===== src/rtl/puf_response_collector.sv =====
// Sequencer and majority-vote collector for a bank of pico_puf cells sharing one clear line.
// Each evaluation clears, releases, settles and samples all cells; VOTES evaluations form one response.

module puf_vote_lane #(
  parameter int VOTES = 7
) (
  input  logic clk,
  input  logic clear,
  input  logic din,
  input  logic zero,
  input  logic sample,
  input  logic last_vote,
  output logic resp,
  output logic unstable
);
  localparam int OW = $clog2(VOTES + 1);
  localparam logic [OW-1:0] HALF = OW'(VOTES / 2);
  localparam logic [OW-1:0] FULL = OW'(VOTES);

  logic          s1, s2;
  logic [OW-1:0] ones, ones_nxt;

  // count never exceeds VOTES, so OW bits cannot overflow
  assign ones_nxt = ones + OW'(s2);

  always_ff @(posedge clk) begin
    if (!clear) begin
      s1       <= 1'b0;
      s2       <= 1'b0;
      ones     <= '0;
      resp     <= 1'b0;
      unstable <= 1'b0;
    end else begin
      s1 <= din;
      s2 <= s1;
      if (zero)
        ones <= '0;
      else if (sample)
        ones <= ones_nxt;
      // results include the final sample, hence ones_nxt rather than ones
      if (sample && last_vote) begin
        resp     <= (ones_nxt > HALF);
        unstable <= (ones_nxt != '0) && (ones_nxt != FULL);
      end
    end
  end
endmodule

module puf_response_collector #(
  parameter int NBITS   = 8,
  parameter int VOTES   = 7,
  parameter int CLR_CYC = 4,
  parameter int SETTLE  = 16
) (
  input  logic             clk,
  input  logic             clear,
  input  logic             start,
  input  logic [NBITS-1:0] puf_o,
  output logic             puf_clear,
  output logic             busy,
  output logic [NBITS-1:0] resp,
  output logic [NBITS-1:0] unstable,
  output logic             resp_valid,
  input  logic             resp_ready
);
  localparam int VW   = $clog2(VOTES + 1);
  localparam int CMAX = (CLR_CYC > SETTLE) ? CLR_CYC : SETTLE;
  localparam int CW   = $clog2(CMAX + 1);

  typedef enum logic [2:0] {
    S_IDLE,
    S_CLR,
    S_SETTLE,
    S_SAMPLE,
    S_DONE
  } state_t;

  state_t        state, state_nxt;
  logic [VW-1:0] vote_cnt;
  logic [CW-1:0] cyc;
  logic          zero, sample, last_vote;

  always_ff @(posedge clk) begin
    if (!clear) begin
      state    <= S_IDLE;
      vote_cnt <= '0;
      cyc      <= '0;
    end else begin
      state <= state_nxt;
      if (zero)
        vote_cnt <= '0;
      else if (sample)
        vote_cnt <= vote_cnt + 1'b1;
      // cyc counts cycles spent in the current timed phase
      if (state_nxt != state || !(state inside {S_CLR, S_SETTLE}))
        cyc <= '0;
      else
        cyc <= cyc + 1'b1;
    end
  end

  always_comb begin
    state_nxt  = state;
    zero       = 1'b0;
    sample     = 1'b0;
    last_vote  = (vote_cnt == VW'(VOTES - 1));
    puf_clear  = 1'b1;
    busy       = (state != S_IDLE);
    resp_valid = 1'b0;
    case (state)
      S_IDLE: begin
        if (start) begin
          state_nxt = S_CLR;
          zero      = 1'b1;
        end
      end
      S_CLR: begin
        if (cyc == CW'(CLR_CYC - 1))
          state_nxt = S_SETTLE;
      end
      S_SETTLE: begin
        puf_clear = 1'b0;
        if (cyc == CW'(SETTLE - 1))
          state_nxt = S_SAMPLE;
      end
      S_SAMPLE: begin
        puf_clear = 1'b0;
        sample    = 1'b1;
        state_nxt = last_vote ? S_DONE : S_CLR;
      end
      S_DONE: begin
        resp_valid = 1'b1;
        if (resp_ready)
          state_nxt = S_IDLE;
      end
      default: state_nxt = S_IDLE;
    endcase
  end

  for (genvar i = 0; i < NBITS; i++) begin : g_lane
    puf_vote_lane #(.VOTES(VOTES)) u_lane (
      .clk      (clk),
      .clear    (clear),
      .din      (puf_o[i]),
      .zero     (zero),
      .sample   (sample),
      .last_vote(last_vote),
      .resp     (resp[i]),
      .unstable (unstable[i])
    );
  end
endmodule


===== config.mk =====
export PLATFORM = sky130hd
export DESIGN_NAME = puf_response_collector
export DESIGN_NICKNAME = d
export VERILOG_FILES = /design/src/rtl/puf_response_collector.sv
export SDC_FILE = /design/constraint.sdc
export NUM_CORES = 1
export LEC_CHECK = 0
export CAP_MARGIN = 20
export CORE_MARGIN = 3
export CORE_UTILIZATION = 45
export CTS_BUF_LIST = sky130_fd_sc_hd__clkbuf_4
export DETAILED_ROUTE_END_ITERATION = 12
export HOLD_SLACK_MARGIN = 0.08
export PLACE_DENSITY_LB_ADDON = 0.1
export SYNTH_ARGS = -nofsm -noshare
export SYNTH_HDL_FRONTEND = slang
export SYNTH_SLANG_ARGS = --single-unit

===== constraint.sdc =====
create_clock -name clk -period 1.95 [get_ports clk]
set_input_delay 0.2925 -clock clk [delete_from_list [all_inputs] [get_ports clk]]
set_output_delay 0.2925 -clock clk [all_outputs]
set_load 0.01 [all_outputs]

== Word level (Yosys, flattened, before mapping) ==
Index checks and enable logic that the tools add are counted.
Widths: inputs -> output; s select.

* Flip-flop bits (word level): 67
* Input port bits: 12
* Output and inout bits: 19
* Word-level logic and storage cells: 114

* Add/sub/neg operators: 10
* Magnitude comparators: 8
* Equality and inequality tests: 16
* Muxes and demuxes: 11
* Bitwise operators: 1
* Reduce and logical (&&, ||, !) cells: 25

{| class="wikitable"
|+ Operator list
! cell !! count
|-
| $reduce_bool 3->1 || 9
|-
| $add 3x1->3 || 8
|-
| $gt 3x2->1 const B || 8
|-
| $ne 3x3->1 const B || 8
|-
| $mux 3 || 5
|-
| $pmux 3 s5 || 1
|-
| $logic_and 1x1->1 || 9
|-
| $eq 3x2->1 const B || 2
|-
| $eq 3x3->1 const B || 2
|-
| $reduce_or 2->1 || 3
|-
| $add 5x1->5 const B || 1
|-
| $eq 5x2->1 const B || 1
|-
| $eq 5x4->1 const B || 1
|-
| $mux 1 || 5
|-
| $add 3x1->3 const B || 1
|-
| $eq 3x1->1 const B || 1
|-
| $logic_not 3->1 || 1
|-
| $ne 3x3->1 || 1
|-
| $reduce_bool 2->1 || 1
|-
| $logic_not 1->1 || 1
|-
| $logic_or 1x1->1 || 1
|-
| $not 1->1 || 1
|}

== Longest topological paths before layout ==
* Depth after elaboration: 6
* Depth in mapped cells: 7
* Depth with buffers taken out: 6

== Cells and area by module ==
From an unflattened synthesis, not the netlist that was laid out.

* Cell total of the unflattened synthesis: 292
* Area, all modules: 3,024.2 µm²

{| class="wikitable"
|+ By module, submodules not included
! module !! times used !! cells each !! area an instance (µm²) !! sequential area each (µm²)
|-
| puf_vote_lane || 8 || 29 || 300.3 || 140.1
|-
| puf_response_collector || 1 || 60 || 621.8 || 220.2
|}

== Least setup slack after synthesis ==
No wires, ideal clock.

* Kind: reg2reg
* From: register cyc[0]
* To: register state[1]
* Library setup time: 79 ps
* Arrival time: 1,494 ps
* Required time: 1,871 ps
* Setup slack: 376 ps
* Stages on the path, launching flop included: 5
* Path buffers: 0
* Clock period less this slack: 1,574 ps
* Cell sequence: dfxtp_1 -> ha_1 -> or4b_4 -> or3_1 -> a211oi_2

* Longest elaborated chain between the ends: 3
* Elaborated cells on any way between the ends: 5
* Classes of those cells: eq/ne (2); mux (3)

{| class="wikitable"
|+ Ends and longest elaborated chain
! item !! line !! text
|-
| from (decl) || 80 || <nowiki>logic [CW-1:0] cyc;</nowiki>
|-
| from (signal assigned) || 98 || <nowiki>cyc <= cyc + 1'b1;</nowiki>
|-
| $eq 5x4->1 or $eq 5x2->1 (tied branches) || 123, 118 ||
|-
| $mux 3, on equally long branches || 123, 118 ||
|-
| $pmux 3 s5 * || 110 || <nowiki>case (state)</nowiki>
|-
| to (signal assigned) || 89 || <nowiki>state <= state_nxt;</nowiki>
|-
| to (decl) || 78 || <nowiki>state_t state, state_nxt;</nowiki>
|}

Every way passes the cells marked *; elsewhere a longest branch is shown, timed or not.
A chain may end at the register's enable or synchronous reset.

== Final worst setup path ==
* From: register state[0]
* To: output busy

* Longest elaborated chain between the ends: 1

{| class="wikitable"
|+ Ends and longest elaborated chain
! item !! line !! text
|-
| $reduce_bool 3->1 || 108 || <nowiki>busy = (state != S_IDLE);</nowiki>
|-
| to (decl) || 60 || <nowiki>output logic busy,</nowiki>
|}

No other way between the ends.

==> flow_metrics.tcl <==
set metrics [dict create \
    layout_setup_ws_ps 126.5 \
    diodes 0 \
    pwr-share-clk_pct 43.7 \
    final-hold-violation-count 0 \
    relSlewSlack_pct 62.31 \
    rows 29 \
    dpl_cell_area_mm2 0.003252 \
    rsz0062_at_grt "false" \
    timing.hold.ws_ps 440.3 \
    p_comb_share_pct 3.7 \
    vias_per_cell 5.271 \
    place.gp.congestion 0.7827 \
    dp.cells 412 \
    syn_area_mm2 0.003013 \
    synth_top_cell_by_area "dfxtp_1" \
    first_pass_iters 4 \
    antenna_found_initial 0 \
    status "completed" \
    cts.path.max_buffers 2 \
    chipHeight_um 87.83 \
    syn_area_per_cell_um2 9.130 \
    routed.top_layer "met4" \
    worst_pin_slew_ps 564.8 \
    grt_overflow_total 0 \
    dp_hpwl_um 3909 \
    remaining_drc_errors 0 \
    start_kind "register" \
    grt_first_pass_wirelength_um 9977 \
    min_period_over_period_pct 93.51 \
    drt-initial-drc-count 79 \
    core_mm2 0.006422 \
    vias 2256 \
    ys_warn_count 0 \
    min_path_type "register to register" \
    min_period_ps 1823 \
    stdcell_count 428 \
    grt_pass1_vias 2141 \
    hold_buffers 0 \
    dieArea_mm2 0.007713 \
    syn_nets 362 \
    max_freq_mhz 548.4 \
    io_buffers 30 \
    route.met2.wl_um 2555 \
    postCtsSetupRepairBufs 0 \
    met1_length_um 2943 \
    cp_max_fo 9 \
    skew_ps 13.22 \
    die_w_um 87.83 \
    start_util_pct 46.91 \
    setup_tns_ps 0 \
    grt_max_degree 31 \
    cp.required_ps 1660 \
    setup_viol 0 \
    layout-drive-gt1-share_pct 10.54 \
    powerDensity_mw_per_mm2 769.7 \
    final_net_count 378 \
    drt-total-wl_um 5799 \
    track_usage_pct 16.91 \
    path_class "register to output pin" \
    cap_violations 0 \
    seqPwrFrac_pct 52.6 \
    num_io_pins 31 \
    seq_area_frac_synth_pct 44.52 \
    numClockSinks 67 \
    p_leak_uw 0.001221 \
    synth_top_area_share_pct 44.52 \
    cts_inserted_buffers 9 \
    slew_violations 0 \
    seq_area_mm2 0.001344 \
    clk_pin_slew_worst_paths_ps 110 \
    final_area_mm2 0.003438 \
    swShare_pct 21.34 \
    nFillCells 594 \
    clock-root-buffer "clkbuf_4" \
    switchingPower_uw 564.7 \
    ant_nets 0 \
    routedWlPerCell_um 13.55 \
    clock_latency_ps 410 \
    ys_ff_latch 67 \
    multi_input_area_mm2 0.001379 \
    crit_arrival_ps 1530 \
    netlist_instances 330 \
    synth_area_leaders "dfxtp_1, ha_1, a21oi_1" \
    place_ws_ps 162.0 \
    ys_types 35 \
    timing.critical_path.to_type "output pin" \
    cts_tree "done" \
    h-tree-depth 3 \
    p_int_uw 2082 \
    ir_drop_mv 0.3673 \
    synthToLayoutAreaGrowth_pct 14.12 \
    routed-wl-met3_um 153 \
]
-- placed cells by master, fill, tap and decap left out, drive strengths merged, types with 10 or more instances in the layout --
master	instances
clkdlybuf4s50	27
and2	16
ha	20
nand2	42
xnor2	10
dfxtp	67
inv	15
a21oi	47
o21ai	11
or3	12
a211oi	10
-- cell type report --
| type | count | area share (%) |
|---|---|---|
| Multi-Input combinational cell | 214 | 40.10 |
| Sequential cell | 67 | 39.08 |
| Timing Repair Buffer | 39 | 10.95 |
| Clock inverter | 7 | 3.384 |
| Tap cell | 77 | 2.802 |
| Clock buffer | 9 | 1.965 |
| Inverter | 15 | 1.710 |
-- cell families (layout without fill, tap and decap cells) --
kind of cell	after synthesis	count (layout)	synth area share, %
adders and majority gates	20	20	8.306
DFF	67	67	44.52
xor gates and xnor gates	11	11	3.198
buffers and inverters	49	70	9.759
and+or+nand+nor	105	105	18.56
AOI/OAI and AO/OA	78	78	15.66
-- metrics by stage --
stage | util, % | total power, uW
after detailed placement | 50.63 | 1526
after global routing | 53.54 | 2738
after CTS | 53.52 | 2683
final | 53.54 | 2647
after floorplan | - | 1481
after global placement | 50.63 | 1526
-- state kept, by name, summed over array words and instances (netlist names) --
name and flops:
cyc 5, g_lane.u_lane.ones 24, g_lane.u_lane.resp 8, g_lane.u_lane.s1 8
g_lane.u_lane.s2 8, g_lane.u_lane.unstable 8, state 3, vote_cnt 3
-- Yosys cell counts --
master,n
inv_2,1
nor2b_1,1
nor2b_2,1
buf_2,7
o21ai_2,1
nand2_1,42
and3b_1,1
ha_1,20
or3_1,12
nand3b_1,1
inv_1,14
or4b_4,1
nor4_1,8
nor3b_1,9
nor2_1,6
dfxtp_1,67
and3_1,1
nand4_1,1
o211ai_1,1
o21ai_0,10
or2_2,1
and2_1,16
xnor2_1,10
a2111oi_0,6
xor2_1,1
a21boi_0,1
and3_2,1
clkbuf_1,4
a211oi_1,9
a21oi_1,47
nand3_1,3
buf_4,19
buf_6,4
a2111oi_2,2
a211oi_2,1
-- power by group through the flow --
stage / logic [uW] / registers [uW] / clock network (uW)
final: 98.5 / 1390 / 1160
after global routing: 112 / 1400 / 1230
after CTS: 101 / 1390 / 1190
after detailed placement: 102 / 1420 / 0
after global placement: 102 / 1420 / 0
after floorplan: 59.1 / 1420 / 0
-- worst paths after layout --
check,start,to,slack (ps),cells past startpoint
worst max-delay path,state[0],busy,130,3
worst max register to register,cyc[0],state[1],290,4
worst min-delay path,g_lane[2].u_lane.s1,g_lane[2].u_lane.s2,440,1
worst min register to register,g_lane[2].u_lane.s1,g_lane[2].u_lane.s2,440,1
-- worst max-delay path, cell delays in order (launching register included) --
cell	delay, ps
dfxtp_1	340
buf_4	160
or3_1	330
dlygate4sd2_1	300
-- what timing repair did --
| item | 4_1_cts | 5_1_grt |
|---|---|---|
| gates cloned | 0 | 0 |
| setup endpoints to repair | 3 | 5 |
| resized for setup | 6 | 1 |
-- metal layers --
metal / vias to the layer above / GRT usage, %
li1: 1175 / -
met1: 1033 / 22.54
met2: 33 / 25.68
met3: 15 / 3.104
met4: 0 / 9.623
met5: - / 0
Note: power is estimated with default switching activity, not from simulation.
